### config.mk
export PLATFORM = sky130hd
export DESIGN_NAME = draw_engine
export DESIGN_NICKNAME = d
export VERILOG_FILES = /design/src/rtl/draw_engine.sv
export SDC_FILE = /design/constraint.sdc
export NUM_CORES = 1
export LEC_CHECK = 0
export CAP_MARGIN = 30
export CORE_UTILIZATION = 44
export DETAILED_ROUTE_END_ITERATION = 8
export PLACE_DENSITY_LB_ADDON = 0.05
export SYNTH_ARGS = -nofsm -noshare
export SYNTH_HDL_FRONTEND = slang
export SYNTH_SLANG_ARGS = --single-unit
### constraint.sdc
create_clock -name clk -period 3.1 [get_ports clk]
set_input_delay 0.465 -clock clk [delete_from_list [all_inputs] [get_ports clk]]
set_output_delay 0.465 -clock clk [all_outputs]
set_load 0.03 [all_outputs]
### src/rtl/draw_engine.sv
// Pixel rasterizer for bricks, paddle and ball on the 160x120 framebuffer.
// One pixel per clock; busy holds the game controller in its drawing state.
module draw_engine #(
  parameter int BRICK_W  = 36,
  parameter int BRICK_H  = 6,
  parameter int PADDLE_W = 24,
  parameter int PADDLE_Y = 112,
  parameter int BALL_S   = 2
) (
  input  logic       clk,
  input  logic       reset,
  input  logic [4:0] ld_draw,
  input  logic [7:0] paddle_x,
  input  logic [7:0] ball_x,
  input  logic [6:0] ball_y,
  output logic [7:0] x,
  output logic [6:0] y,
  output logic [2:0] colour,
  output logic       plot,
  output logic       busy
);

  // state | meaning
  // IDLE  | waiting for a valid code different from done_cmd
  // SETUP | shape decode, position latch, pixel (0,0) loaded
  // SCAN  | one pixel per cycle, row-major
  // DONE  | record finished command
  typedef enum logic [1:0] {IDLE, SETUP, SCAN, DONE} state_t;

  state_t     state, state_nxt;
  logic [4:0] cmd_q, done_cmd;
  logic [7:0] pad_drawn, ball_drawn_x;
  logic [6:0] ball_drawn_y;
  logic [8:0] org_x, org_y;
  logic [5:0] w_m1, cx, nxt_cx;
  logic [2:0] h_m1, cy, nxt_cy;

  logic [8:0] s_org_x, s_org_y, pix_x, pix_y;
  logic [5:0] s_w_m1;
  logic [2:0] s_h_m1, s_col;
  logic       cmd_valid, start, last, clip;
  logic       is_remove, is_brick;
  logic [3:0] brick_idx;
  logic [1:0] brick_r, brick_c;

  assign cmd_valid = (ld_draw >= 5'd1) && (ld_draw <= 5'd28);
  assign start     = cmd_valid && (ld_draw != done_cmd);
  assign busy      = !reset && ((state != IDLE) || start);

  assign is_remove = (cmd_q >= 5'd17) && (cmd_q <= 5'd28);
  assign is_brick  = ((cmd_q >= 5'd1) && (cmd_q <= 5'd12)) || is_remove;
  assign brick_idx = is_remove ? 4'(cmd_q - 5'd17) : 4'(cmd_q - 5'd1);
  assign brick_r   = brick_idx[3:2];
  assign brick_c   = brick_idx[1:0];

  // Draw commands take the live position; erase uses what was last drawn.
  always_comb begin
    s_org_x = 9'd0;
    s_org_y = 9'd0;
    s_w_m1  = 6'd0;
    s_h_m1  = 3'd0;
    s_col   = 3'b000;
    if (is_brick) begin
      s_org_x = 9'd2 + 9'd40 * {7'd0, brick_c};
      s_org_y = 9'd10 + 9'd10 * {7'd0, brick_r};
      s_w_m1  = 6'(BRICK_W - 1);
      s_h_m1  = 3'(BRICK_H - 1);
      if (!is_remove) begin
        case (brick_r)
          2'd0:    s_col = 3'b100;
          2'd1:    s_col = 3'b110;
          default: s_col = 3'b010;
        endcase
      end
    end else if (cmd_q == 5'd13 || cmd_q == 5'd14) begin
      s_org_x = {1'b0, (cmd_q == 5'd14) ? paddle_x : pad_drawn};
      s_org_y = 9'(PADDLE_Y);
      s_w_m1  = 6'(PADDLE_W - 1);
      s_h_m1  = 3'd2;
      s_col   = (cmd_q == 5'd14) ? 3'b111 : 3'b000;
    end else if (cmd_q == 5'd15 || cmd_q == 5'd16) begin
      s_org_x = {1'b0, (cmd_q == 5'd16) ? ball_x : ball_drawn_x};
      s_org_y = {2'b00, (cmd_q == 5'd16) ? ball_y : ball_drawn_y};
      s_w_m1  = 6'(BALL_S - 1);
      s_h_m1  = 3'(BALL_S - 1);
      s_col   = (cmd_q == 5'd16) ? 3'b111 : 3'b000;
    end
  end

  assign last   = (cx == w_m1) && (cy == h_m1);
  assign nxt_cx = (cx == w_m1) ? 6'd0 : cx + 6'd1;
  assign nxt_cy = (cx == w_m1) ? cy + 3'd1 : cy;

  // Outputs are registered, so each edge loads the pixel shown next cycle.
  assign pix_x = (state == SETUP) ? s_org_x : org_x + {3'd0, nxt_cx};
  assign pix_y = (state == SETUP) ? s_org_y : org_y + {6'd0, nxt_cy};
  assign clip  = (pix_x > 9'd159) || (pix_y > 9'd119);

  always_comb begin
    state_nxt = state;
    case (state)
      IDLE:    if (start) state_nxt = SETUP;
      SETUP:   state_nxt = SCAN;
      SCAN:    if (last) state_nxt = DONE;
      DONE:    state_nxt = IDLE;
      default: state_nxt = IDLE;
    endcase
  end

  always_ff @(posedge clk or posedge reset) begin
    if (reset) begin
      state        <= IDLE;
      cmd_q        <= 5'd0;
      done_cmd     <= 5'd0;
      pad_drawn    <= 8'd68;
      ball_drawn_x <= 8'd79;
      ball_drawn_y <= 7'd60;
      org_x        <= 9'd0;
      org_y        <= 9'd0;
      w_m1         <= 6'd0;
      h_m1         <= 3'd0;
      cx           <= 6'd0;
      cy           <= 3'd0;
      x            <= 8'd0;
      y            <= 7'd0;
      colour       <= 3'b000;
      plot         <= 1'b0;
    end else begin
      state <= state_nxt;
      if (ld_draw == 5'd0)
        done_cmd <= 5'd0;
      else if (state == DONE)
        done_cmd <= cmd_q;
      case (state)
        IDLE: begin
          plot <= 1'b0;
          if (start) cmd_q <= ld_draw;
        end
        SETUP: begin
          org_x  <= s_org_x;
          org_y  <= s_org_y;
          w_m1   <= s_w_m1;
          h_m1   <= s_h_m1;
          cx     <= 6'd0;
          cy     <= 3'd0;
          x      <= pix_x[7:0];
          y      <= pix_y[6:0];
          colour <= s_col;
          plot   <= !clip;
          if (cmd_q == 5'd14) pad_drawn <= paddle_x;
          if (cmd_q == 5'd16) begin
            ball_drawn_x <= ball_x;
            ball_drawn_y <= ball_y;
          end
        end
        SCAN: begin
          if (last) begin
            plot <= 1'b0;
          end else begin
            cx   <= nxt_cx;
            cy   <= nxt_cy;
            x    <= pix_x[7:0];
            y    <= pix_y[6:0];
            plot <= !clip;
          end
        end
        default: plot <= 1'b0;
      endcase
    end
  end

endmodule
# Yosys cells after proc, flatten, opt, wreduce, memory -nomap -nowiden
# Index checks and enable logic that the tools add are counted.
# word_totals
register_bits,90
inputBits,30
out_inout_bits,20
wordCells,112
# classes
n_addsub,8
n_mul,2
order_cmp,8
eq_ne,14
mux,42
reduce_logical,22
# ops
op,n
$mux W8,5
$mux W7,5
$mux W3,9
$mux W9,3
$mux W6,3
$pmux W8 S2,1
$eq A5 B4 Y1 const B,3
$mux W5,3
$pmux W7 S2,1
$pmux W3 S2,2
$pmux W6 S2,1
$ge A5 B1 Y1 const B,2
$le A5 B5 Y1 const B,2
$mul A3 B2 Y5 const A,2
$add A2 B8 Y9 const A,1
$add A9 B3 Y9,1
$add A9 B6 Y9,1
$gt A9 B7 Y1 const B,1
$gt A9 B8 Y1 const B,1
$pmux W2 S4,1
$sub A4 B1 Y4 const B,2
$add A4 B6 Y7 const A,1
$add A6 B1 Y6 const B,1
$eq A6 B6 Y1,1
other kinds (20),43

# Depth between registers and ports, before layout
# Gate-level depths: netlist of the first run.
# depth
depth_word,12
depth_mapped,13
ltp_nobuf,12

# Worst setup path after synthesis of the first run
# Ideal clock, no wire load.
# synth_timing
path_type,register to register
from,reg cx[1]
to,reg plot
setup_ns,0.094
t_arrival_ns,2.968
t_required_ns,3.006
slack_ns,0.038
stages_incl_launch_ff,14
n_path_buf,1
period_less_slack_ns,3.062
path_cell_list,dfrtp_1 -> xor2_1 -> nor4_1 -> and2_1 -> clkbuf_1 -> nor2_1 -> ha_1 -> fa_1 -> a211oi_1 -> nor2_1 -> o211ai_1 -> o31a_1 -> o211ai_1 -> a221oi_2
# synth_via
elab_chain_len,9
word_cells_on_any_way,15
cone_classes,add/sub: 3; order compare: 2; eq/ne: 1; mux: 6; reduce/logical: 3
# synth_lines
element,line,text
from (decl),35,"logic [5:0] w_m1, cx, nxt_cx;"
from (signal assigned),160,cx <= nxt_cx;
$add A6 B1 Y6 / $eq A6 B6 Y1 (equally long branches),"91, 90, 92",
$mux W6 / $mux W3 (equally long branches),"91, 92",
$add A9 B6 Y9 / $add A9 B3 Y9 (equally long branches),"95, 96",
$mux W9 (on tied branches),"95, 96",
$gt A9 B8 Y1 / $gt A9 B7 Y1 (equally long branches),97,assign clip = (pix_x > 9'd159) || (pix_y > 9'd119);
$logic_or A1 B1 Y1,97,
$logic_not A1 Y1,"149, 164",
$mux W1,157,if (last) begin
$pmux W1 S2 *,134,case (state)
to (signal assigned),149,plot <= !clip;
to (signal assigned),164,plot <= !clip;
to (decl),19,"output logic plot,"
# Every way passes the cells marked *; elsewhere a longest branch is shown, timed or not.
# A chain may end at the register's enable or synchronous reset.

# Worst setup path in the final report of the first run
# Ends and elaborated chain as after synthesis.

==> reports/metrics.cfg, run 1 <==
[global_route]
grt_use_total_pct=22.7
antenna_found_initial=0
overflow=0
grt_start_max_net_pins=48
grt_pass1_vias=3701
grt_first_pass_wirelength_mm=19.5

[run]
cap_violations=0

[cells_and_area]
fin_cells=692
nFillCells=970
final_cell_mix=72 x dfrtp_1, 51 x nor2_1, 48 x clkdlybuf4s50_1
drive_gt1_share_pct=23.6
layout.cells.most_common=dfrtp_1
post-route-util_pct=57.7
layout.nets=606
area_growth_pct=25.9
design_area_sq_um=6030
diodes=0

[route]
wl_met2_mm=5.46
routedWlPerCell_um=17.3
routed_via_density=5.54
vias=3837
dr.pass1.iters=4
drc=0
drt-total-wl_mm=11.9
drt_iter0_markers=159
m1WireLength_mm=5.77
routed.top_layer=met4
route.met3.wl_um=543
drtAntennaViolNets=0

[worst_setup_path]
max_stage_delay_ns=0.39
cp_data_arrival_time_ns=3.26
cp.required_ns=3.38
reg2regPathDepth=12
reg2reg_slack_ns=0.13
end_kind=flip-flop
cp_max_fo=7
crit_path_start_kind=flip-flop
path_cells=xor2_1 -> nor4_2 -> and2_4 -> buf_6 -> nor2_1 -> ha_1 -> o21ai_2 -> o2111a_1 -> a211o_1 -> a221oi_4 -> o211ai_1 -> a221oi_2
rr_startpoint=cx[1]
r2r_end=plot
crit_slowest_cell=dfrtp_1
critPathKind=flip-flop to flip-flop

[hold_path]
hp-start=y[0]
min_path_type=flip-flop to flip-flop
hold_depth=2
hold_path_end=y[0]

[die]
die_w_um=106
fp.dieH_um=106
die_area_sq_um=11300
pin_count=50
core.rowCount=37
core_sq_um=10500
start_util_pct=45.8

[clock_network]
cts_tree=done
clk_path_buf_depth=2
cts_max_level=3
cts_made_buffers=9
numClockSinks=83
cts-root-buf=clkbuf_8
clkLatencyLatePin_ns=0.38
cts_hold_buf=0
path_clk_slew_ns=0.08

[placed_design]
place.gp.congestion=0.829
dp.cells=671
pre_cts_ws_ns=-0.201
dpl_cell_area_sq_um=5670
dp_hpwl_mm=8.74
placement.io_buffers=49

[synth]
synth_edf_count=0
yosysWarningCount=0
synthArstFlopShare_pct=100
synthFlopType=dfrtp_1
syn_avg_cell_area_sq_um=10.2
ys_types=63
netlist_area_sq_um=4790
synth_fp_nets=524
syn_inst=469
synth_seq_cells=83
synth_seq_area_share_pct=43.6

[pwr]
p_per_area_nw_per_um2=1090
finalPower_mw=6.59
power_leakage_nw=2.60
ir_drop_mv=0.500

[timing]
rsz0062_at_grt=true
min_period_ns=2.97
slew_headroom_pct=50.6
clock.fmax_ghz=0.336
fin_crit_sh_pct=96.0
worst_pin_slew_ns=0.741
setup_slack_ns=0.125
worst_clock_skew_ns=0.0135
slew_violations=0
hold_violations=0
setup_violations=0

[run_status]
status=finished, final reports clean

how the worst max path moves through the flow:
stage | cells past startpoint | to | startpoint | slack (ns)
after floorplan | 13 | plot | cx[1] | 0.04
after global placement | 11 | plot | w_m1[1] | -0.02
after detailed placement | 11 | plot | w_m1[1] | -0.20
after CTS | 14 | plot | w_m1[5] | 0.02
after global routing | 13 | plot | cx[1] | -0.02
final | 12 | plot | cx[1] | 0.13
per-stage QoR:
| stage | TNS (ns) | hold WS [ns] |
|---|---|---|
| floorplan | 0 | 0.460 |
| global placement | -0.0189 | 0.463 |
| detailed placement | -0.286 | 0.474 |
| CTS | 0 | 0.494 |
| global route | -0.0225 | 0.504 |
| finish | 0 | 0.486 |
cell type report:
type                            count  area [sq um]  area share, %
Clock inverter                      3          42.5          0.705
Tap cell                          136           170           2.82
Inverter                           21          80.1           1.33
Sequential cell                    83          2090           34.6
Multi-Input combinational cell    344          2680           44.4
Clock buffer                       13           139           2.30
Timing Repair Buffer               92           832           13.8
state kept, by name, summed over array words and instances (netlist names):
signal and flops:
org_y 7, x 8, colour 3, cmd_q 5, state 2, h_m1 2
cy 3, w_m1 3, done_cmd 5, pad_drawn 8, org_x 8, y 7
plot 1, ball_drawn_x 8, ball_drawn_y 7, cx 6
Yosys cell counts, types with 2 or more instances:
cell       count  area share [%]
a211o_1        2            0.37
a211oi_1       9             1.4
a21o_1         5            0.78
a21oi_1       18             1.9
a221oi_1       6             1.1
a221oi_2       2            0.63
a22o_1         8             1.5
a22oi_1        3            0.47
a311oi_1       2            0.37
a31oi_1        5            0.65
and2_1         2            0.26
and3_1         2            0.26
buf_2          7            0.73
buf_4          2            0.31
clkbuf_1      11            0.86
dfrtp_1       72              38
dfstp_2       11             6.0
fa_1           2            0.84
ha_1          23             6.0
inv_1         21             1.6
mux2_2        30             7.0
mux2i_1       15             3.1
nand2_1       32             2.5
nand2b_1       2            0.26
nand3_1       11             1.1
nand4b_1       2            0.37
nor2_1        51             4.0
nor2b_1        3            0.39
nor3_1         8            0.84
nor3b_1        2            0.31
o2111a_1       2            0.47
o211ai_1       5            0.78
o21a_1         2            0.31
o21ai_0       25             2.6
o22a_1         2            0.37
o22ai_1        5            0.65
o2bb2ai_1      2            0.37
o311ai_0       2            0.37
o31ai_1        5            0.78
or3_1          3            0.39
or4_1          2            0.31
xnor2_1        9             1.6
xor2_1        16             2.9
cell families (layout without fill, tap and decap cells):
kind of cell | count (synthesis) | in the layout | synth area share (%)
multiplexers | 45 | 45 | 10.2
AND/OR/NAND/NOR | 129 | 129 | 12.6
XOR/XNOR | 25 | 25 | 4.57
buffers and inverters | 42 | 129 | 3.78
adder cells (fa/ha/maj) | 25 | 25 | 6.84
AO/OA/AOI/OAI | 120 | 120 | 18.4
flip-flops | 83 | 83 | 43.6
worst max-delay path, delay by kind of cell (launching register included):
family	cells	cell delay (ns)
and+or+nand+nor	3	0.63
DFF	1	0.39
buffers and inverters	1	0.13
AOI/OAI and AO/OA	6	1.24
adders and majority gates	1	0.32
xor gates and xnor gates	1	0.17
power by group:
group | switching (mW) | internal [mW] | total [mW]
Sequential | 0.382 | 1.62 | 2.00
Combinational | 2.03 | 1.80 | 3.83
Clock | 0.389 | 0.373 | 0.761
Total | 2.80 | 3.79 | 6.59
layer usage:
layer  track usage (%)  up-vias
li1                  -     1860
met1              32.3     1874
met2              34.3       90
met3              5.52       13
met4              5.95        0
met5                 0        -
what timing repair did:
item / 4_1_cts / 5_1_grt
buffers inserted: 1 / 4
setup endpoints to repair: 3 / 7
pin swaps: 3 / 19
gates resized for setup: 6 / 27
Note: power is estimated with default switching activity, not from simulation.
==> run 2, diff against run 1 <==
--- a/config.mk
+++ b/config.mk
@@ -7,4 +7,5 @@
 export LEC_CHECK = 0
 export CAP_MARGIN = 30
+export CORE_MARGIN = 3
 export CORE_UTILIZATION = 44
 export DETAILED_ROUTE_END_ITERATION = 8
==> constraint.sdc (replaced) <==
create_clock -name clk -period 3.1 [get_ports clk]
set_input_delay 0.465 -clock clk [delete_from_list [all_inputs] [get_ports clk]]
set_output_delay 0.465 -clock clk [all_outputs]
set_load 0.05 [all_outputs]
==> run 2 against run 1 <==
Sequential share of layout area decreased by 0.74 points. Global-route usage shrank 2.0 points. Non-clock buffer count is 3 higher. Largest cell class unchanged. Fmax shrank 0.18%. Critical path depth increased by 2. Count of clock-buffer cells in the layout decreased by 2. Via count is 0.16% higher. Routed wire length grew 1.9%. Hold slack about the same. Largest power group unchanged.
==> reports/metrics.cfg, run 2 (synthesis gave the netlist of run 1 again) <==
[hold_path]
min_path_type=input port to asynchronous set/reset pin  ; was flip-flop to flip-flop

[timing]
slew_violations=0  ; unchanged
finalSetupTns_ns=0  ; unchanged
worst_pin_slew_ns=0.951  ; was 0.741 ns
fin_crit_sh_pct=96.1  ; was 96.0%
whs_ns=0.486  ; about the same
clock.fmax_ghz=0.336  ; about the same
rsz0062_at_grt=true  ; unchanged
slew_headroom_pct=36.6  ; was 50.6%
setup_slack_ns=0.120  ; was 0.125 ns
hold_violations=0  ; unchanged
min_period_ns=2.98  ; was 2.97 ns
worst_clock_skew_ns=0.0133  ; was 0.0135 ns
setup_violations=0  ; unchanged

[run_status]
status=finished, final reports clean  ; unchanged

[route]
routed_via_density=5.53  ; was 5.54
drtAntennaViolNets=0  ; unchanged
drt-total-wl_mm=12.2  ; was 11.9 mm
dr.pass1.iters=4  ; unchanged
routedWlPerCell_um=17.5  ; was 17.3 um
drt_iter0_markers=161  ; was 159
drc=0  ; unchanged
vias=3843  ; was 3837

[worst_setup_path]
end_kind=flip-flop  ; unchanged
cp_data_arrival_time_ns=3.25  ; was 3.26 ns
crit_path_start_kind=flip-flop  ; unchanged
cp.required_ns=3.37  ; was 3.38 ns
cp_max_fo=5  ; was 7
critPathKind=flip-flop to flip-flop  ; unchanged

[pwr]
power_leakage_nw=2.62  ; was 2.60 nW
ir_drop_mv=0.484  ; was 0.500 mV
finalPower_mw=6.97  ; was 6.59 mW
p_per_area_nw_per_um2=1130  ; was 1090 nW/um^2

[placed_design]
dp_hpwl_mm=8.90  ; was 8.74 mm
placement.io_buffers=49  ; unchanged
dpl_cell_area_sq_um=5660  ; was 5670 sq um
dp.cells=669  ; was 671
place.gp.congestion=0.923  ; was 0.829
pre_cts_ws_ns=-0.0640  ; was -0.201 ns

[global_route]
grt_first_pass_wirelength_mm=19.1  ; was 19.5 mm
grt_start_max_net_pins=37  ; was 48
grt_use_total_pct=20.7  ; was 22.7%
antenna_found_initial=0  ; unchanged
overflow=0  ; unchanged
grt_pass1_vias=3618  ; was 3701

[die]
fp.dieH_um=110  ; was 106 um
start_util_pct=45.8  ; unchanged
die_area_sq_um=12200  ; was 11300 sq um
core.rowCount=37  ; unchanged
die_w_um=110  ; was 106 um
core_sq_um=10500  ; unchanged
pin_count=50  ; unchanged

[cells_and_area]
layout.cells.most_common=dfrtp_1  ; unchanged
final_cell_mix=72 x dfrtp_1, 48 x clkdlybuf4s50_1, 46 x nor2_1  ; was 72 x dfrtp_1, 51 x nor2_1, 48 x clkdlybuf4s50_1
drive_gt1_share_pct=26.3  ; was 23.6%
post-route-util_pct=58.9  ; was 57.7%
seq_area_sq_um=2090  ; unchanged
multiInputGateArea_sq_um=2750  ; was 2680 sq um
layout.nets=609  ; was 606
fin_cells=695  ; was 692
area_growth_pct=28.6  ; was 25.9%
nFillCells=942  ; was 970
design_area_sq_um=6170  ; was 6030 sq um
diodes=0  ; unchanged

[run]
cap_violations=0  ; unchanged

[clock_network]
cts_made_buffers=9  ; unchanged
cts-root-buf=clkbuf_8  ; unchanged
clkLatencyLatePin_ns=0.36  ; was 0.38 ns
numClockSinks=83  ; unchanged
cts_hold_buf=0  ; unchanged
clk_path_buf_depth=2  ; unchanged
cts_tree=done  ; unchanged
path_clk_slew_ns=0.09  ; was 0.08 ns
cts_max_level=3  ; unchanged

==> run 2: cell count changes in the layout (fill, tap and decap cells not counted), sizes merged <==
cell,before,now
clkinvlp,1,0
bufinv,1,2
clkinv,2,4
dlymetal6s2s,1,0
clkbuf,13,11
buf,43,47
==> run 2: power by group <==
part,leakage [nW],internal (mW),switching [mW]
clock,0.107,0.453,0.393
combinational,1.52,1.87,2.26
sequential,0.986,1.62,0.378
total,2.62,3.94,3.03
==> run 2: worst paths after layout <==
| check | from | endpoint | depth (start not counted) | slack (ns) |
|---|---|---|---|---|
| max reg2reg | cx[0] | plot | 14 | 0.12 |
| max in group asynchronous | reset | ball_drawn_x[1] | 3 | 1.95 |
| min reg2reg | y[1] | y[1] | 2 | 0.49 |
| min | reset | colour[2] | 2 | 0.49 |
| min in group clk | y[1] | y[1] | 2 | 0.49 |
| max | cx[0] | plot | 14 | 0.12 |
==> run 2: worst max-delay path, cell delays in order, from the launching register on <==
cell,delay (ns)
dfrtp_1,0.39
buf_4,0.13
buf_4,0.14
ha_1,0.24
nand3_1,0.12
xor2_1,0.09
nor2_2,0.21
ha_4,0.18
buf_4,0.13
nor2_1,0.06
a31o_2,0.27
a211o_1,0.25
a221oi_2,0.25
o211ai_1,0.17
a221oi_2,0.26
==> run 2: repair_timing <==
item,CTS,global route
endpoints found under the setup margin,1,7
resized for setup,6,43
setup buffers,2,8
pin swaps,1,25
==> run 2: routing by layer <==
metal | track usage (%) | up-vias | part of all wire, %
met3 | 3.79 | 15 | 4.6
met2 | 32.1 | 97 | 47
met4 | 5.89 | 0 | 2.0
met1 | 29.6 | 1866 | 47
met5 | 0 | - | 0
li1 | - | 1865 | -
==> run 2: cell type report <==
class,instances,share of cell area [%]
sequential,83,33.9
clock inverter,5,1.28
inverter,21,1.30
clock buffer,11,2.13
timing repair buffer,95,14.0
multi-input combinational,344,44.6
tap,136,2.76
==> run 3, diff against run 2 <==
==> constraint.sdc (replaced) <==
create_clock -name clk -period 3.1 [get_ports clk]
set_input_delay 0.465 -clock clk [delete_from_list [all_inputs] [get_ports clk]]
set_output_delay 0.465 -clock clk [all_outputs]
set_load 0.1 [all_outputs]
==> run 3 against run 2 <==
Combinational power rose by 5%. Global-route usage up 0.86 points. Register-to-register slack worse by 0.05 ns. Sequential share of layout area grew 0.73 points. Critical path depth is 2 lower. Total power is 3.4% higher.
==> reports/metrics.cfg, run 3 (synthesis gave the netlist of run 1 again) <==
[clock_network]
cts_made_buffers=9  ; unchanged
path_clk_slew_ns=0.09  ; about the same
cts_tree=done  ; unchanged
cts-root-buf=clkbuf_8  ; unchanged
clk_path_buf_depth=2  ; unchanged
clkLatencyLatePin_ns=0.37  ; was 0.36 ns
numClockSinks=83  ; unchanged
cts_max_level=3  ; unchanged

[route]
vias=3856  ; was 3843
routed_via_density=5.60  ; was 5.53
drtAntennaViolNets=0  ; unchanged
drt-total-wl_mm=12.2  ; about the same
drc=0  ; unchanged
dr.pass1.iters=5  ; was 4
routedWlPerCell_um=17.7  ; was 17.5 um
drt_iter0_markers=212  ; was 161

[global_route]
grt_use_total_pct=21.5  ; was 20.7%
overflow=0  ; unchanged
antenna_found_initial=0  ; unchanged
grt_first_pass_wirelength_mm=19.6  ; was 19.1 mm
grt_pass1_vias=3722  ; was 3618
grt_start_max_net_pins=84  ; was 37

[timing]
slew_headroom_pct=40.3  ; was 36.6%
clock.fmax_ghz=0.330  ; was 0.336 GHz
fin_crit_sh_pct=97.7  ; was 96.1%
hold_violations=0  ; unchanged
rsz0062_at_grt=true  ; unchanged
slew_violations=0  ; unchanged
worst_clock_skew_ns=0.00739  ; was 0.0133 ns
whs_ns=0.487  ; was 0.486 ns
min_period_ns=3.03  ; was 2.98 ns
finalSetupTns_ns=0  ; unchanged
worst_pin_slew_ns=0.896  ; was 0.951 ns
setup_violations=0  ; unchanged

[die]
core_sq_um=10500  ; unchanged
start_util_pct=45.8  ; unchanged
pin_count=50  ; unchanged
die_w_um=110  ; unchanged
core.rowCount=37  ; unchanged
fp.dieH_um=110  ; unchanged
die_area_sq_um=12200  ; unchanged

[run]
cap_violations=0  ; unchanged

[cells_and_area]
layout.cells.most_common=dfrtp_1  ; unchanged
drive_gt1_share_pct=28.4  ; was 26.3%
area_growth_pct=25.9  ; was 28.6%
design_area_sq_um=6040  ; was 6170 sq um
fin_cells=688  ; was 695
layout.nets=602  ; was 609
final_cell_mix=72 x dfrtp_1, 55 x buf_4, 47 x nor2_1  ; was 72 x dfrtp_1, 48 x clkdlybuf4s50_1, 46 x nor2_1
diodes=0  ; unchanged

[pwr]
power_leakage_nw=2.61  ; was 2.62 nW
ir_drop_mv=0.725  ; was 0.484 mV
p_per_area_nw_per_um2=1190  ; was 1130 nW/um^2

[placed_design]
dpl_cell_area_sq_um=5600  ; was 5660 sq um
dp.cells=666  ; was 669
placement.io_buffers=49  ; unchanged
dp_hpwl_mm=8.76  ; was 8.90 mm
place.gp.congestion=0.944  ; was 0.923

[worst_setup_path]
rr_startpoint=cx[5]  ; was cx[0]
crit_start=cx[5]  ; was cx[0]
end_kind=flip-flop  ; unchanged
cp_data_arrival_time_ns=3.31  ; was 3.25 ns
crit_path_start_kind=flip-flop  ; unchanged
cp_max_fo=6  ; was 5
critPathKind=flip-flop to flip-flop  ; unchanged
cp.required_ns=3.38  ; was 3.37 ns

[hold_path]
min_path_type=flip-flop to flip-flop  ; was input port to asynchronous set/reset pin
hp-start=y[6]

[run_status]
status=finished, final reports clean  ; unchanged

run 3: cell types whose count changed in the layout (fill, tap and decap cells not counted), moves of 2 or more:
cell / change
clkdlybuf4s50_1: -19
ha_1: +4
clkinv_2: -2
a211oi_2: +2
ha_4: -4
buf_4: +11
run 3: worst max-delay path, cell delays in order (launching register included):
cell	delay, ns
dfrtp_1	0.44
xor2_2	0.21
nor4_4	0.34
and2_4	0.22
buf_6	0.13
a21oi_2	0.04
ha_2	0.33
o21ai_2	0.07
o2111a_1	0.25
a211o_1	0.24
a221oi_2	0.26
o211ai_1	0.16
a221oi_2	0.25
run 3: through the flow:
stage               setup WS, ns  power [mW]  utilization [%]
global route             -0.0444        7.76             57.7
CTS                      0.00918        7.01             55.9
global placement         -0.0105        6.02             53.6
finish                    0.0725        7.21             57.7
floorplan                 0.0384        4.92                -
detailed placement       -0.0987        6.08             53.6
run 3: report_power, final:
group | internal, mW | switching, mW
Combinational | 1.68 | 2.63
Clock | 0.480 | 0.408
Sequential | 1.62 | 0.389
run 3: timing repair:
item                                   4_1_cts  5_1_grt
setup endpoints to repair                    2        5
setup buffers                                1        5
pin swaps                                    1       16
endpoints found under the hold margin        0        0
resized for setup                            2       38
hold buffers                                 0        0
run 3: final cells by class:
cell class / count / area [sq um]
fillers: 939 / 4430
flip-flops and latches: 83 / 2090
inverters: 21 / 80.1
clock inverters: 5 / 85.1
repair buffers: 88 / 774
clock buffers: 11 / 141
multi-input cells: 344 / 2690
well taps: 136 / 170
run 3: final timing paths:
path	end	slack [ns]	cells past startpoint
max	plot	0.07	12
min reg2reg	y[6]	0.49	1
min	y[6]	0.49	1
min in group asynchronous	state[0]	0.50	3
max in group asynchronous	pad_drawn[6]	2.17	3
max reg2reg	plot	0.07	12
run 3: routing by layer:
| metal | global-route usage (%) | up-vias | wire length (um) |
|---|---|---|---|
| li1 | - | 1860 | - |
| met1 | 30.1 | 1890 | 5720 |
| met2 | 32.4 | 90 | 5520 |
| met3 | 5.42 | 16 | 570 |
| met4 | 7.65 | 0 | 338 |
| met5 | 0 | - | 0 |
